==> src/rtl/add_slice_sequencer_pkg.sv <==
// Shared types and defaults for the slice-serial adder (package addseq_pkg).
package addseq_pkg;
    typedef enum logic [1:0] {IDLE, RUN, DONE} state_t;

    localparam int W_DEF = 32;
    localparam int S_DEF = 8;

    function automatic int nslice(input int w, input int s);
        return w / s;
    endfunction
endpackage

==> src/rtl/add_slice_sequencer_slice.sv <==
// S-bit ripple adder slice; also exposes the carry into its MSB for overflow detection.
module slice_adder #(
    parameter int S = 8
) (
    input  logic [S-1:0] a,
    input  logic [S-1:0] b,
    input  logic         cin,
    output logic [S-1:0] s,
    output logic         cout,
    output logic         cmsb
);
    logic [S-1:0] lo;
    logic [1:0]   hi;

    // Low S-1 bits first so the carry into the MSB is visible on its own.
    assign lo   = {1'b0, a[S-2:0]} + {1'b0, b[S-2:0]} + S'(cin);
    assign hi   = {1'b0, a[S-1]} + {1'b0, b[S-1]} + {1'b0, lo[S-1]};
    assign s    = {hi[0], lo[S-2:0]};
    assign cout = hi[1];
    assign cmsb = lo[S-1];
endmodule

==> src/rtl/add_slice_sequencer.sv <==
// W-bit adder that time-shares one S-bit slice, LSB slice first.
// Optional subtract path enabled by defining ADDSEQ_SUB_EN.
module add_slice_sequencer
    import addseq_pkg::*;
#(
    parameter int W = W_DEF,
    parameter int S = S_DEF
) (
    input  logic         clk,
    input  logic         rst_n,
    input  logic         in_valid,
    output logic         in_ready,
    input  logic [W-1:0] R,
    input  logic [W-1:0] T,
    input  logic         Cin,
`ifdef ADDSEQ_SUB_EN
    input  logic         sub,
`endif
    output logic         out_valid,
    input  logic         out_ready,
    output logic [W-1:0] sum,
    output logic         Cout,
    output logic         OF
);
    localparam int NSLICE = nslice(W, S);
    localparam int CW     = $clog2(NSLICE);

    if ((W % S) != 0 || NSLICE < 2) begin : g_param_chk
        $error("add_slice_sequencer: W must be a multiple of S with W/S >= 2");
    end

    state_t        state, state_nxt;
    logic [CW-1:0] cnt;
    logic [W-1:0]  a_q, b_q;
    logic          carry_q;
    logic [S-1:0]  sl_sum;
    logic          sl_cout, sl_cmsb;
    logic          accept, last;

    assign in_ready  = (state == IDLE);
    assign out_valid = (state == DONE);
    assign accept    = in_ready && in_valid;
    assign last      = (cnt == CW'(NSLICE - 1));

    slice_adder #(.S(S)) u_slice (
        .a   (a_q[cnt*S +: S]),
        .b   (b_q[cnt*S +: S]),
        .cin (carry_q),
        .s   (sl_sum),
        .cout(sl_cout),
        .cmsb(sl_cmsb)
    );

    always_ff @(posedge clk or negedge rst_n) begin
        if (!rst_n) state <= IDLE;
        else        state <= state_nxt;
    end

    always_comb begin
        state_nxt = state;
        case (state)
            IDLE:    if (in_valid) state_nxt = RUN;
            RUN:     if (last)     state_nxt = DONE;
            DONE:    if (out_ready) state_nxt = IDLE;
            default: state_nxt = IDLE;
        endcase
    end

    always_ff @(posedge clk or negedge rst_n) begin
        if (!rst_n) begin
            cnt     <= '0;
            a_q     <= '0;
            b_q     <= '0;
            carry_q <= 1'b0;
            sum     <= '0;
            Cout    <= 1'b0;
            OF      <= 1'b0;
        end else if (accept) begin
            cnt <= '0;
            a_q <= R;
`ifdef ADDSEQ_SUB_EN
            // Subtract as R + ~T + 1; caller's Cin is dropped in that case.
            b_q     <= sub ? ~T : T;
            carry_q <= sub ? 1'b1 : Cin;
`else
            b_q     <= T;
            carry_q <= Cin;
`endif
        end else if (state == RUN) begin
            sum[cnt*S +: S] <= sl_sum;
            carry_q         <= sl_cout;
            if (last) begin
                Cout <= sl_cout;
                OF   <= sl_cmsb ^ sl_cout;
            end else begin
                cnt <= cnt + 1'b1;
            end
        end
    end
endmodule

==> config.mk <==
export PLATFORM = sky130hd
export DESIGN_NAME = add_slice_sequencer
export DESIGN_NICKNAME = d
export VERILOG_FILES = /design/src/rtl/add_slice_sequencer_pkg.sv /design/src/rtl/add_slice_sequencer_slice.sv /design/src/rtl/add_slice_sequencer.sv
export SDC_FILE = /design/constraint.sdc
export NUM_CORES = 1
export LEC_CHECK = 0
export BUFFER_PORTS_ARGS = -buffer_cell sky130_fd_sc_hd__buf_4
export CORE_UTILIZATION = 45
export CTS_BUF_LIST = sky130_fd_sc_hd__clkbuf_4 sky130_fd_sc_hd__clkbuf_8
export DETAILED_ROUTE_END_ITERATION = 16
export GPL_TIMING_DRIVEN = 0
export HOLD_SLACK_MARGIN = 0.1
export PLACE_DENSITY_LB_ADDON = 0.2
export SYNTH_ARGS = -nofsm -noshare
export SYNTH_HDL_FRONTEND = slang
export SYNTH_SLANG_ARGS = --single-unit
==> constraint.sdc <==
create_clock -name clk -period 3.76 [get_ports clk]
set_clock_uncertainty 0.05 [all_clocks]
set_input_delay 0.752 -clock clk [delete_from_list [all_inputs] [get_ports clk]]
set_output_delay 0.752 -clock clk [all_outputs]
set_load 0.02 [all_outputs]
## After elaboration in Yosys (flattened, before gate mapping)

Index checks and enable logic that the tools add are counted.

- Add/subtract/negate cells: 6
- Eq/ne operators: 7
- Shift operators: 4
- Multiplexer cells: 10
- Bitwise operators: 2
- Reduce and logical (&&, ||, !) cells: 7

Operators by type and width:

| operator | number |
|---|---|
| $shiftx 32x6->8 | 2 |
| $neg 5->34 | 1 |
| $shift 8x34->32 const A | 1 |
| $shiftx 8x34->32 | 1 |
| $bwmux 32 | 1 |
| $mux 2 | 6 |
| $add 7x7->8 | 1 |
| $add 8x1->8 | 1 |
| $ne 2x2->1 const B | 3 |
| $pmux 2 s3 | 1 |
| $reduce_and 3->1 | 2 |
| $eq 2x2->1 const B | 2 |
| $reduce_and 2->1 | 2 |
| $add 1x1->2 | 1 |
| $add 2x1->2 | 1 |
| $add 2x1->2 const B | 1 |
| $eq 2x1->1 const B | 1 |
| $logic_not 2->1 | 1 |
| $mux 1 | 2 |
| $ne 2x1->1 const B | 1 |
| $reduce_bool 2->1 | 1 |
| $logic_and 1x1->1 | 1 |
| $not 1->1 | 1 |
| $xor 1x1->1 | 1 |

- Register bits: 103
- Input port bits: 69
- Output and inout bits: 36
- Word-level logic and storage cells: 44

## Logic depth before layout (Yosys ltp)

Gate-level depths: netlist of run 1.

- Word-level depth: 6
- Mapped depth: 11
- Depth with buffers taken out: 9

## By module

From an unflattened synthesis of run 1, not the netlist that was laid out.

- Cell total of the unflattened synthesis: 319
- Area, all modules: 4,976.0 um2

Modules (own cells, without submodules):

| module | instances | cells each | area each (um2) | seq. area each (um2) |
|---|---|---|---|---|
| add_slice_sequencer | 1 | 277 | 4,647.0 | 2,577.5 |
| slice_adder | 1 | 42 | 329.1 | 0.0 |

## Worst setup path after synthesis of run 1

Ideal clock, no wire load.

- Kind: register to register
- Start: register cnt[0]
- End: register carry_q
- Setup time: 0.126 ns
- Data arrival time: 3.108 ns
- Data required time: 3.584 ns
- Path slack: 0.476 ns
- Cell stages (with the launch flop): 10
- Path buffers: 1
- Period minus slack after synthesis: 3.284 ns
- Path through: dfrtp_1 -> buf_2 -> mux4_2 -> fa_1 -> a21o_1 -> and4_1 -> o211ai_1 -> nand2_1 -> fa_1 -> a221o_1

- Cells in the longest elaborated chain, start to end: 6
- Elaborated cells between the ends (all ways): 8
- Those cells by class: add/sub: 4; shift: 2; mux: 2

Ends and longest elaborated chain:

| item | line | source |
|---|---|---|
| start, declared | add_slice_sequencer.sv:33 | `logic [CW-1:0] cnt;` |
| start signal, assigned | add_slice_sequencer.sv:96 | `cnt <= cnt + 1'b1;` |
| $shiftx 32x6->8, on equally long branches | add_slice_sequencer.sv:46, add_slice_sequencer.sv:47 |  |
| $add 7x7->8 | add_slice_sequencer_slice.sv:16 | `assign lo = {1'b0, a[S-2:0]} + {1'b0, b[S-2:0]} + S'(cin);` |
| $add 8x1->8 | add_slice_sequencer_slice.sv:16 |  |
| $add 2x1->2 (*) | add_slice_sequencer_slice.sv:17 | `assign hi = {1'b0, a[S-1]} + {1'b0, b[S-1]} + {1'b0, lo[S-1]};` |
| net sl_cout | add_slice_sequencer.sv:37 | `logic sl_cout, sl_cmsb;` |
| $mux 1 (*) | add_slice_sequencer.sv:89 | `end else if (state == RUN) begin` |
| $mux 1 (*) | add_slice_sequencer.sv:78 | `end else if (accept) begin` |
| end signal, assigned | add_slice_sequencer.sv:87 | `carry_q <= Cin;` |
| end signal, assigned | add_slice_sequencer.sv:91 | `carry_q <= sl_cout;` |
| end, declared | add_slice_sequencer.sv:35 | `logic carry_q;` |

The timed path passes the listed nets; every way through them passes the cells marked *. The select of a mux whose other input is x is not followed.
A chain may end at the register's enable or synchronous reset.

## Final worst setup path of run 1

- Start: register cnt[0]
- End: register OF

- Cells in the longest elaborated chain, start to end: 5
- Elaborated cells between the ends (all ways): 9
- Those cells by class: add/sub: 4; eq/ne: 1; shift: 2; bitwise: 1; reduce/logical: 1

Ends and longest elaborated chain:

| item | line | source |
|---|---|---|
| $shiftx 32x6->8, on equally long branches | add_slice_sequencer.sv:46, add_slice_sequencer.sv:47 |  |
| $add 7x7->8 | add_slice_sequencer_slice.sv:16 |  |
| $add 8x1->8 | add_slice_sequencer_slice.sv:16 |  |
| $add 2x1->2 (*) | add_slice_sequencer_slice.sv:17 |  |
| net sl_cout | add_slice_sequencer.sv:37 |  |
| $xor 1x1->1 (*) | add_slice_sequencer.sv:94 | `OF <= sl_cmsb ^ sl_cout;` |
| end signal, assigned | add_slice_sequencer.sv:94 |  |
| end, declared | add_slice_sequencer.sv:23 | `output logic OF` |

The timed path passes the listed nets; every way through them passes the cells marked *.

==> metrics.log, run 1 <==
INFO  metric dpl-instance-area = about 0.0056 mm^2
INFO  metric groute.usage.overall = 0.204
INFO  metric achievable-frequency = 285 MHz
INFO  metric core_area = 0.00991 mm^2
INFO  metric wire_length_of_the_first_global_routing_pass = 16,900 um
INFO  metric power.static_leakage = approximately 2.7 nW
INFO  metric finalCritPeriodShare = 0.934
INFO  metric p_int = 3.43 mW
INFO  metric finalCriticalPeriod = 3.51 ns
INFO  metric routed_wire_length_per_instance = approximately 18 um
INFO  metric finalHoldViolations = 0
INFO  metric routabilityCongestion = 0.760
INFO  metric asyncSetResetFlopFracSynth = 1.00
INFO  metric whs = 0.438 ns
INFO  metric nNetsFinal = 523
INFO  metric dieArea = 0.0108 mm^2
INFO  metric cts_hold_repair.buffers = 0
INFO  metric timing.reg2reg.setup_slack = 0.25 ns
INFO  metric total_power = around 5.8 mW
INFO  metric gr-total-overflow = 0
INFO  metric drtAntennaViolNets = 0
INFO  metric drc_violation_count_after_routing = 0
INFO  metric grt_setup_unrepaired = false
INFO  metric antenna-diode-count = 0
INFO  metric seq_power_share = 0.324
INFO  metric reg2reg_depth = 10
INFO  metric dr.first_iter.drc_count = 83
INFO  metric pin_count_of_the_biggest_net_entering_global_routing = 104
INFO  metric syn_nets = 407
INFO  metric multi_input_comb_area = between 0.0015 and 0.002 mm^2
INFO  metric grt_antenna_before_repair = 0
INFO  metric detailedRoute.firstPassIterationCount = 4
INFO  metric critical_path_arrival = 3.73 ns
INFO  metric ys_warn_count = 0
INFO  metric num_vias = just over 3,000
INFO  metric postSynthAreaPerCell = roughly 14 um^2
INFO  metric syn_std_cell_area = around 0.0047 mm^2
INFO  metric layout.area.seq = 0.00258 mm^2
INFO  metric net-switching-power = 2.40 mW
INFO  metric layout.cell_area.non_filler = 0.00582 mm^2
INFO  metric worst_ep_required_time = 3.98 ns
INFO  metric die-height = 104 um
INFO  metric pre_cts_slack = roughly 0.03 ns
INFO  metric cts_sinks = 103
INFO  metric route.detailed.vias_per_inst = 5.36
INFO  metric ys_types = 45
INFO  metric cts.reportedPaths.clkPinSlew = 0.09 ns
INFO  metric rr_startpoint = cnt[0]
INFO  metric synth_edf_count = 0
INFO  metric cts-htree-levels = 3
INFO  metric num_rows = 36
INFO  metric synth_cells = about 320
INFO  metric synth_top_flop_cell = dfrtp_1
INFO  metric timing.setup.critical_path_class = reg2reg
INFO  metric cts-root-buf = clkbuf_8
INFO  metric postRouteWirelength = 10,200 um
INFO  metric ir_drop = ~0.4 mV
INFO  metric hold_path_class = in2async
INFO  metric detailedPlacementHpwl = 7480 um
INFO  metric final-max-slew-violation-count = 0
INFO  metric slew_at_the_pin_closest_to_its_max_slew_limit = 0.903 ns
INFO  metric power_per_cell_area = 1000 mW/mm^2
INFO  metric worst_skew_pair.late_latency = 0.37 ns
INFO  metric syn_to_final_growth = 24.9%
INFO  metric crit_path_max_fanout = 10
INFO  metric clockPowerShare = 0.116
INFO  metric grt_pass1_vias = 3,243
INFO  metric boundaryPins = 105
INFO  metric r2r-end = OF
INFO  metric start_util = 0.470
INFO  metric io_buffer_count = 104
INFO  metric die_w = 104 um
INFO  metric run_status = complete, no violations
INFO  metric synth-seq-cells = a little over 100
INFO  metric timing.setup.tns = 0 ns
INFO  metric cp-start-kind = flip-flop
INFO  metric slew_headroom = 0.398
INFO  metric maxCapViolations = 0
INFO  metric power.share.switching = 0.412
INFO  metric drive_above_1_share = 0.500
INFO  metric max-clock-path-buffers = 2
INFO  metric cts_inserted_buffers = 9
INFO  metric crit_path_end = OF
INFO  metric fill_cells = 822
INFO  metric cts_tree = built
INFO  metric setup_violations = 0
INFO  metric finalWorstSetupSlack = roughly 0.25 ns
INFO  metric critical_path.endpoint_type = flip-flop
INFO  metric share_comb_of_total_power = 0.560
INFO  metric timing.critical_path.from = cnt[0]
INFO  metric yosysSeqAreaShare = 0.553
==> area by class of cell <==
type,count,area share
clock buffer,13,0.0297
timing repair buffer,105,0.136
clock inverter,3,0.00451
buffer,12,0.0112
sequential,103,0.443
multi-input combinational,200,0.342
tap,133,0.0286
inverter,8,0.00516
==> per-stage QoR <==
step	std cells	util
finish	577	0.587
global placement	560	0.566
CTS	576	0.586
detailed placement	560	0.566
floorplan	323	-
global route	577	0.587
==> critical path, cell delays in order (launching register included) <==
cell and delay, ns:
dfrtp_1 0.46, buf_4 0.27, mux4_2 0.56, fa_1 0.43, a21o_1 0.20, and4_1 0.20, o211ai_1 0.25, nand2_1 0.14
fa_1 0.49, a21boi_0 0.15, o31ai_1 0.21
==> layer usage <==
layer,up-vias,routed length (um),part of all wire,global-route usage
li1,1423,-,-,-
met1,1571,4360,0.43,0.263
met2,92,5110,0.50,0.342
met3,8,605,0.060,0.0636
met4,0,87,0.0086,0.0398
met5,-,0,0,0
==> power groups by stage <==
stage                     combinational [mW]  clock (mW)  sequential, mW
after floorplan                         2.21           0            1.95
after detailed placement                3.25           0            1.91
after global placement                  3.17           0            1.88
final                                   3.26       0.675            1.89
after CTS                               3.26       0.694            1.89
after global routing                    3.59       0.734            1.95
==> registers in the layout, summed over array words and instances (netlist names) <==
name,cells
a_q,32
b_q,32
sum,32
cnt,2
state,2
Cout,1
OF,1
carry_q,1
==> how the worst min path moves through the flow <==
stage          startpoint      end  cells after the start
2_1_floorplan       rst_n     Cout                      0
3_3_place_gp      sum[14]  sum[14]                      2
3_5_place_dp       sum[6]   sum[6]                      2
4_1_cts            sum[6]   sum[6]                      2
5_1_grt            a_q[0]   a_q[0]                      1
6_report            rst_n  b_q[10]                      1
==> what timing repair did <==
action,CTS,global route
setup buffers,0,1
pin swaps,0,1
setup endpoints to repair,1,7
gates resized for setup,1,2
==> cells by family (layout without fill, tap and decap cells) <==
group / Yosys count / after routing / synth area share
flip-flops: 103 / 103 / 0.553
multiplexers: 82 / 82 / 0.237
buffers and inverters: 20 / 141 / 0.0196
XOR/XNOR: 3 / 3 / 0.00564
AND/OR/NAND/NOR: 47 / 47 / 0.0572
adder cells (fa/ha/maj): 15 / 15 / 0.0451
AO/OA/AOI/OAI: 53 / 53 / 0.0824
==> layout by cell type, fill, tap and decap left out, types with 3 or more instances in the layout <==
cell type and n:
nand2b_1 3, o21ai_0 11, nor2_1 5, a21oi_1 6, o21ai_1 3, clkbuf_8 12
dfrtp_1 103, buf_2 9, nand2_1 18, fa_1 3, inv_1 8, mux2_2 66
ha_1 12, a22o_1 23, clkinv_4 3, mux4_2 16, buf_4 106
==> synthesized netlist by cell type, types with 2 or more instances <==
cell type	n	area (um^2)
mux2_2	66	743
nand2_4	2	22.5
ha_1	12	150
mux4_2	16	360
xor2_1	2	17.5
nor2b_1	2	12.5
fa_1	3	60.1
nor3_2	2	20.0
dfrtp_1	103	2580
buf_2	10	50.1
a21oi_1	6	30.0
nor2_1	5	18.8
o21ai_0	11	55.1
inv_1	8	30.0
nand2_1	18	67.6
or3_1	2	12.5
o21ai_1	3	15.0
a22o_1	23	201
nand2b_1	3	18.8
No activity file was read; power rests on OpenSTA's default activity.
==> run 2, diff against run 1 <==
--- a/config.mk
+++ b/config.mk
@@ -14,4 +14,5 @@
 export PLACE_DENSITY_LB_ADDON = 0.2
 export SYNTH_ARGS = -nofsm -noshare
 export SYNTH_HDL_FRONTEND = slang
+export SYNTH_HIERARCHICAL = 1
 export SYNTH_SLANG_ARGS = --single-unit
==> metrics.log, run 2 <==
INFO  metric synth-seq-cells = 103 (unchanged)
INFO  metric grt_pass1_vias = 3,205 (was 3,243)
INFO  metric commonest_non_fill_non_tap_cells_in_the_layout = buf_4, dfrtp_1, mux2_4 (was buf_4, dfrtp_1, mux2_2)
INFO  metric detailedRoute.firstPassIterationCount = 4 (unchanged)
INFO  metric cts_inserted_buffers = 9 (unchanged)
INFO  metric maxCapViolations = 0 (unchanged)
INFO  metric dr.first_iter.drc_count = 103 (was 83)
INFO  metric post-place-cells = 563 (was 560)
INFO  metric setup_violations = 0 (unchanged)
INFO  metric synth_edf_count = 0 (unchanged)
INFO  metric cts_tree = built (unchanged)
INFO  metric crit_path_end = sum[23] (was OF)
INFO  metric dpl-instance-area = 0.00593 mm^2 (was 0.00561 mm^2)
INFO  metric postRouteWirelength = 10,700 um (was 10,200 um)
INFO  metric r2r-end = sum[23] (was OF)
INFO  metric worst_ep_required_time = 4.02 ns (was 3.98 ns)
INFO  metric timing.setup.critical_path_class = reg2reg (unchanged)
INFO  metric io_buffer_count = 104 (unchanged)
INFO  metric groute.usage.overall = 0.199 (was 0.204)
INFO  metric syn_to_final_growth = 23.3% (was 24.9%)
INFO  metric synth_top_flop_cell = dfrtp_1 (unchanged)
INFO  metric finalCriticalPeriod = 3.54 ns (was 3.51 ns)
INFO  metric finalCritPeriodShare = 0.942 (was 0.934)
INFO  metric die-height = 107 um (was 104 um)
INFO  metric slew_at_the_pin_closest_to_its_max_slew_limit = 0.928 ns (was 0.903 ns)
INFO  metric detailedPlacementHpwl = 7820 um (was 7480 um)
INFO  metric post-synth-top-area-cell = dfrtp_1 (unchanged)
INFO  metric crit_path_max_fanout = 19 (was 10)
INFO  metric route.detailed.vias_per_inst = 5.35 (was 5.36)
INFO  metric cts_hold_repair.buffers = 0 (unchanged)
INFO  metric synth.top_cells.by_count = dfrtp_1, mux2_4, a22o_1, mux4_2, inv_1 (was dfrtp_1, mux2_2, a22o_1, nand2_1, mux4_2)
INFO  metric routed_wire_length_per_instance = 18.5 um (was 17.6 um)
INFO  metric achievable-frequency = 282 MHz (was 285 MHz)
INFO  metric fin_cells = 579 (was 577)
INFO  metric drc_violation_count_after_routing = 0 (unchanged)
INFO  metric critical_path.endpoint_type = flip-flop (unchanged)
INFO  metric layout.cell_area.non_filler = 0.00613 mm^2 (was 0.00582 mm^2)
INFO  metric pre_cts_slack = -0.318 ns (was 0.0308 ns)
INFO  metric num_rows = 38 (was 36)
INFO  metric yosysSeqAreaShare = 0.518 (was 0.553)
INFO  metric boundaryPins = 105 (unchanged)
INFO  metric syn_std_cell_area = 0.00498 mm^2 (was 0.00466 mm^2)
INFO  metric start_util = 0.461 (was 0.470)
INFO  metric core_area = 0.0108 mm^2 (was 0.00991 mm^2)
INFO  metric cp-start-kind = flip-flop (unchanged)
INFO  metric asyncSetResetFlopFracSynth = 1.00 (unchanged)
INFO  metric most_common_cell_after_layout_fill_and_taps_aside = buf_4 (unchanged)
INFO  metric finalHoldViolations = 0 (unchanged)
INFO  metric whs = 0.441 ns (was 0.438 ns)
INFO  metric rr_startpoint = cnt[0] (unchanged)
INFO  metric power_per_cell_area = 1000 mW/mm^2 (about the same)
INFO  metric worst_skew_pair.late_latency = 0.37 ns (about the same)
INFO  metric synth_top_family_by_area = multiplexers (unchanged)
INFO  metric gr-total-overflow = 0 (unchanged)
INFO  metric cts-root-buf = clkbuf_8 (unchanged)
INFO  metric post_synth_and_or_nand_nor_area_fraction = 0.0425 (was 0.0572)
INFO  metric reg2reg_depth = 11 (was 10)
INFO  metric finalWorstSetupSlack = 0.219 ns (was 0.249 ns)
INFO  metric ir_drop = 0.389 mV (was 0.401 mV)
INFO  metric power.static_leakage = 2.96 nW (was 2.71 nW)
INFO  metric antenna-diode-count = 0 (unchanged)
INFO  metric post_synth_fa_ha_maj_area_fraction = 0.0397 (was 0.0451)
INFO  metric run_status = complete, no violations (unchanged)
INFO  metric reg_top3 = a_q: 32 flops, b_q: 32 flops, sum: 32 flops (unchanged)
INFO  metric routabilityCongestion = 0.764 (was 0.760)
INFO  metric hold_path_class = in2async (unchanged)
INFO  metric final-max-slew-violation-count = 0 (unchanged)
INFO  metric wire_length_of_the_first_global_routing_pass = 17,000 um (was 16,900 um)
INFO  metric pin_count_of_the_biggest_net_entering_global_routing = 104 (unchanged)
INFO  metric synth_cells = 319 (was 323)
INFO  metric grt_setup_unrepaired = false (unchanged)
INFO  metric drtAntennaViolNets = 0 (unchanged)
INFO  metric num_vias = 3,099 (was 3,094)
INFO  metric synthMuxAreaShare = 0.267 (was 0.237)
INFO  metric synth_xor_area_frac = 0.00704 (was 0.00564)
INFO  metric ys_types = 46 (was 45)
INFO  metric timing.critical_path.from = cnt[0] (unchanged)
INFO  metric slew_headroom = 0.381 (was 0.398)
INFO  metric die_w = 107 um (was 104 um)
INFO  metric max-clock-path-buffers = 2 (unchanged)
INFO  metric total_power = 6.15 mW (was 5.83 mW)
INFO  metric final_core_util = 0.568 (was 0.587)
INFO  metric nNetsFinal = 518 (was 523)
INFO  metric ys_warn_count = 6 (was 0)
INFO  metric cts-htree-levels = 3 (unchanged)
INFO  metric complex_gate_fraction_of_the_synthesized_area = 0.0845 (was 0.0824)
INFO  metric cts_sinks = 103 (unchanged)
INFO  metric cts.reportedPaths.clkPinSlew = 0.09 ns (about the same)
INFO  metric syn_nets = 402 (was 407)
INFO  metric grt_antenna_before_repair = 0 (unchanged)
INFO  metric critical_path_arrival = 3.80 ns (was 3.73 ns)
INFO  metric dieArea = 0.0115 mm^2 (was 0.0108 mm^2)
INFO  metric postSynthAreaPerCell = 15.6 um^2 (was 14.4 um^2)
INFO  metric ys_top_cells_by_area = dfrtp_1, mux2_4, mux4_2, a22o_1, ha_1 (was dfrtp_1, mux2_2, mux4_2, a22o_1, ha_1)
INFO  metric drive_above_1_share = 0.492 (was 0.500)
INFO  metric timing.setup.tns = 0 ns (unchanged)
INFO  metric timing.reg2reg.setup_slack = 0.22 ns (was 0.25 ns)
INFO  metric post-synth-top-count-cell = dfrtp_1 (unchanged)
INFO  metric netlist.area_leader.share = 0.518 (was 0.553)
run 2: cell types whose count changed after synthesis, moves of 3 or more:
| cell | before | now |
|---|---|---|
| o21ai_1 | 3 | 0 |
| buf_8 | 0 | 6 |
| o21ai_0 | 11 | 6 |
| mux2_4 | 0 | 60 |
| mux2_1 | 0 | 4 |
| a22o_1 | 23 | 32 |
| nand2_1 | 18 | 5 |
| buf_2 | 10 | 3 |
| inv_1 | 8 | 14 |
| mux2_2 | 66 | 1 |
run 2: critical path: stages, from the launching register on:
cell,delay (ns)
dfrtp_2,0.44
buf_12,0.21
mux4_2,0.57
fa_1,0.46
a21oi_1,0.16
nor2b_1,0.07
a311o_1,0.39
a31oi_1,0.23
fa_1,0.45
inv_1,0.15
and3_1,0.17
a22o_1,0.12
run 2: metal layers:
layer | wire (um) | global-route usage | vias to the layer above
met5 | 0 | 0 | -
li1 | - | - | 1426
met3 | 409 | 0.0304 | 13
met4 | 173 | 0.0724 | 0
met2 | 5090 | 0.312 | 89
met1 | 5030 | 0.283 | 1571
run 2: report_power, final:
group          total, mW  switching (mW)  leakage [nW]  internal, mW
clock              0.633           0.375        0.0910         0.258
combinational       3.61            1.81          1.59          1.80
sequential          1.91           0.300          1.28          1.61
run 2: final cells by class:
class / count / area (um^2)
Clock inverter: 4 / 31.3
Tap cell: 140 / 175
Buffer: 15 / 161
Fill cell: 878 / 4660
Timing Repair Buffer: 106 / 800
Multi-Input combinational cell: 185 / 2190
Clock buffer: 11 / 139
Inverter: 15 / 56.3
Sequential cell: 103 / 2580
run 2: cell families after synthesis:
group	count (synthesis)
and+or+nand+nor	32
adders and majority gates	14
xor gates and xnor gates	4
buffers and inverters	31
DFF	103
muxes	82
AOI/OAI and AO/OA	53
run 2: worst min path at each step:
stage | startpoint | to | slack, ns | cells after the start
3_5_place_dp | a_q[29] | a_q[29] | 0.43 | 1
5_1_grt | a_q[28] | a_q[28] | 0.45 | 1
6_report | rst_n | a_q[17] | 0.44 | 1
4_1_cts | a_q[26] | a_q[26] | 0.45 | 1
3_3_place_gp | a_q[27] | a_q[27] | 0.41 | 1
2_1_floorplan | a_q[26] | a_q[26] | 0.40 | 1
run 2: what timing repair did:
item | in CTS | in global routing
endpoints found under the hold margin | 0 | 0
gates resized for setup | 4 | 5
setup buffers | 0 | 2
setup endpoints to repair | 7 | 1
==> run 3, diff against run 2 <==
==> constraint.sdc (replaced) <==
create_clock -name clk -period 3.6 [get_ports clk]
set_clock_uncertainty 0.05 [all_clocks]
set_input_delay 0.72 -clock clk [delete_from_list [all_inputs] [get_ports clk]]
set_output_delay 0.72 -clock clk [all_outputs]
set_load 0.02 [all_outputs]
==> metrics.log, run 3 (same netlist as run 2, synthesis figures left out) <==
INFO  metric drc_violation_count_after_routing = 0 (unchanged)
INFO  metric pin_count_of_the_biggest_net_entering_global_routing = 104 (unchanged)
INFO  metric net-switching-power = 2.63 mW (was 2.49 mW)
INFO  metric layout.area.seq = 0.00258 mm^2 (unchanged)
INFO  metric gr-total-overflow = 0 (unchanged)
INFO  metric cts-htree-levels = 3 (unchanged)
INFO  metric syn_to_final_growth = 24.6% (was 23.3%)
INFO  metric die_w = 107 um (unchanged)
INFO  metric finalHoldViolations = 0 (unchanged)
INFO  metric max-clock-path-buffers = 2 (unchanged)
INFO  metric critical_path_arrival = 3.66 ns (was 3.80 ns)
INFO  metric power.static_leakage = 3.00 nW (was 2.96 nW)
INFO  metric share_comb_of_total_power = 0.593 (was 0.587)
INFO  metric clockPowerShare = 0.102 (was 0.103)
INFO  metric timing.reg2reg.setup_slack = 0.20 ns (was 0.22 ns)
INFO  metric groute.usage.overall = 0.199 (unchanged)
INFO  metric io_buffer_count = 104 (unchanged)
INFO  metric cts_sinks = 103 (unchanged)
INFO  metric detailedRoute.firstPassIterationCount = 4 (unchanged)
INFO  metric fill_cells = 869 (was 878)
INFO  metric start_util = 0.461 (unchanged)
INFO  metric cts_inserted_buffers = 9 (unchanged)
INFO  metric total_power = 6.53 mW (was 6.15 mW)
INFO  metric dpl-instance-area = 0.00593 mm^2 (unchanged)
INFO  metric core_area = 0.0108 mm^2 (unchanged)
INFO  metric cts_tree = built (unchanged)
INFO  metric multi_input_comb_area = 0.00219 mm^2 (unchanged)
INFO  metric setup_violations = 0 (unchanged)
INFO  metric cts_hold_repair.buffers = 0 (unchanged)
INFO  metric reg_top3 = a_q: 32 flops, b_q: 32 flops, sum: 32 flops (unchanged)
INFO  metric maxCapViolations = 0 (unchanged)
INFO  metric run_status = complete, no violations (unchanged)
INFO  metric seq_power_share = 0.305 (was 0.310)
INFO  metric routed_wire_length_per_instance = 18.4 um (was 18.5 um)
INFO  metric cp-start-kind = flip-flop (unchanged)
INFO  metric antenna-diode-count = 0 (unchanged)
INFO  metric dieArea = 0.0115 mm^2 (unchanged)
INFO  metric critical_path.endpoint_type = flip-flop (unchanged)
INFO  metric final-max-slew-violation-count = 0 (unchanged)
INFO  metric nNetsFinal = 526 (was 518)
INFO  metric route.detailed.vias_per_inst = 5.35 (about the same)
INFO  metric cts.reportedPaths.clkPinSlew = 0.09 ns (about the same)
INFO  metric achievable-frequency = 294 MHz (was 282 MHz)
INFO  metric power_per_cell_area = 1050 mW/mm^2 (was 1000 mW/mm^2)
INFO  metric cts-root-buf = clkbuf_8 (unchanged)
INFO  metric worst_ep_required_time = 3.86 ns (was 4.02 ns)
INFO  metric wire_length_of_the_first_global_routing_pass = 17,000 um (unchanged)
INFO  metric timing.setup.critical_path_class = reg2reg (unchanged)
INFO  metric boundaryPins = 105 (unchanged)
INFO  metric num_rows = 38 (unchanged)
INFO  metric drive_above_1_share = 0.503 (was 0.492)
INFO  metric slew_at_the_pin_closest_to_its_max_slew_limit = 0.939 ns (was 0.928 ns)
INFO  metric grt_setup_unrepaired = false (unchanged)
INFO  metric crit_path_max_fanout = 10 (was 19)
INFO  metric drtAntennaViolNets = 0 (unchanged)
INFO  metric grt_antenna_before_repair = 0 (unchanged)
INFO  metric num_vias = 3,138 (was 3,099)
INFO  metric rr_startpoint = cnt[1] (was cnt[0])
INFO  metric finalWorstSetupSlack = 0.200 ns (was 0.219 ns)
INFO  metric die-height = 107 um (unchanged)
INFO  metric postRouteWirelength = 10,800 um (was 10,700 um)
INFO  metric final_core_util = 0.575 (was 0.568)
INFO  metric commonest_non_fill_non_tap_cells_in_the_layout = buf_4, dfrtp_1, mux2_4 (unchanged)
INFO  metric reg2reg_depth = 12 (was 11)
INFO  metric grt_pass1_vias = 3,205 (unchanged)
INFO  metric hold_path_class = in2async (unchanged)
INFO  metric finalCriticalPeriod = 3.40 ns (was 3.54 ns)
INFO  metric slew_headroom = 0.374 (was 0.381)
INFO  metric detailedPlacementHpwl = 7820 um (unchanged)
INFO  metric layout.cell_area.non_filler = 0.00620 mm^2 (was 0.00613 mm^2)
INFO  metric ir_drop = 0.414 mV (was 0.389 mV)
INFO  metric worst_skew_pair.late_latency = 0.37 ns (about the same)
INFO  metric r2r-end = sum[23] (unchanged)
INFO  metric power.share.switching = 0.403 (was 0.404)
INFO  metric pre_cts_slack = -0.478 ns (was -0.318 ns)
INFO  metric finalCritPeriodShare = 0.944 (was 0.942)
INFO  metric p_int = 3.90 mW (was 3.66 mW)
INFO  metric most_common_cell_after_layout_fill_and_taps_aside = buf_4 (unchanged)
INFO  metric routabilityCongestion = 0.764 (unchanged)
INFO  metric dr.first_iter.drc_count = 97 (was 103)
[run 3: changes by cell type in the layout (fill, tap and decap cells not counted)]
cell / previous run / this run
buf_6: 2 / 4
inv_2: 1 / 2
inv_1: 14 / 13
buf_4: 108 / 114
[run 3: what timing repair did]
item	4_1_cts	5_1_grt
buffers inserted	0	10
resized for setup	7	4
endpoints found under the setup margin	11	1
[run 3: power by group through the flow]
stage | combinational, mW | sequential (mW) | clock (mW)
3_3_place_gp | 3.66 | 1.98 | 0
3_5_place_dp | 3.75 | 2.01 | 0
5_1_grt | 4.20 | 2.05 | 0.735
2_1_floorplan | 2.67 | 2.05 | 0
4_1_cts | 3.78 | 2.00 | 0.686
6_report | 3.87 | 1.99 | 0.664
[run 3: critical path: stages (launching register included)]
cell	delay, ns
dfrtp_1	0.40
buf_6	0.19
buf_6	0.18
mux4_2	0.36
fa_1	0.47
a21oi_1	0.16
nor2b_1	0.07
a311o_1	0.39
a31oi_1	0.23
fa_1	0.46
inv_2	0.11
and3_1	0.15
a22o_1	0.12
[run 3: routing by layer]
| metal | track usage | part of all wire | up-vias |
|---|---|---|---|
| met5 | 0 | 0 | - |
| met4 | 0.0724 | 0.016 | 0 |
| met3 | 0.0304 | 0.041 | 13 |
| met2 | 0.312 | 0.47 | 91 |
| met1 | 0.283 | 0.47 | 1591 |
| li1 | - | - | 1443 |
[run 3: worst max path at each step]
| stage | startpoint | endpoint | slack [ns] | depth (start not counted) |
|---|---|---|---|---|
| floorplan | cnt[0] | sum[23] | 0.10 | 12 |
| global placement | cnt[1] | sum[23] | -0.49 | 12 |
| global route | cnt[1] | sum[23] | 0.03 | 12 |
| detailed placement | cnt[1] | sum[23] | -0.48 | 12 |
| CTS | cnt[1] | sum[23] | 0.009 | 12 |
| finish | cnt[1] | sum[23] | 0.20 | 12 |
[run 3: cell type report]
class                      instances  area share
inverter                          15     0.00908
multi-input combinational        185       0.354
buffer                            15      0.0272
timing repair buffer             114       0.139
tap                              140      0.0282
sequential                       103       0.416
clock inverter                     4     0.00504
clock buffer                      11      0.0224
[run 3: through the flow]
stage / std cells / setup TNS, ns / hold slack, ns
detailed placement: 563 / -2.46 / 0.427
finish: 587 / 0 / 0.391
floorplan: 319 / 0 / 0.374
CTS: 577 / 0 / 0.450
global route: 587 / 0 / 0.454
global placement: 563 / -2.60 / 0.414
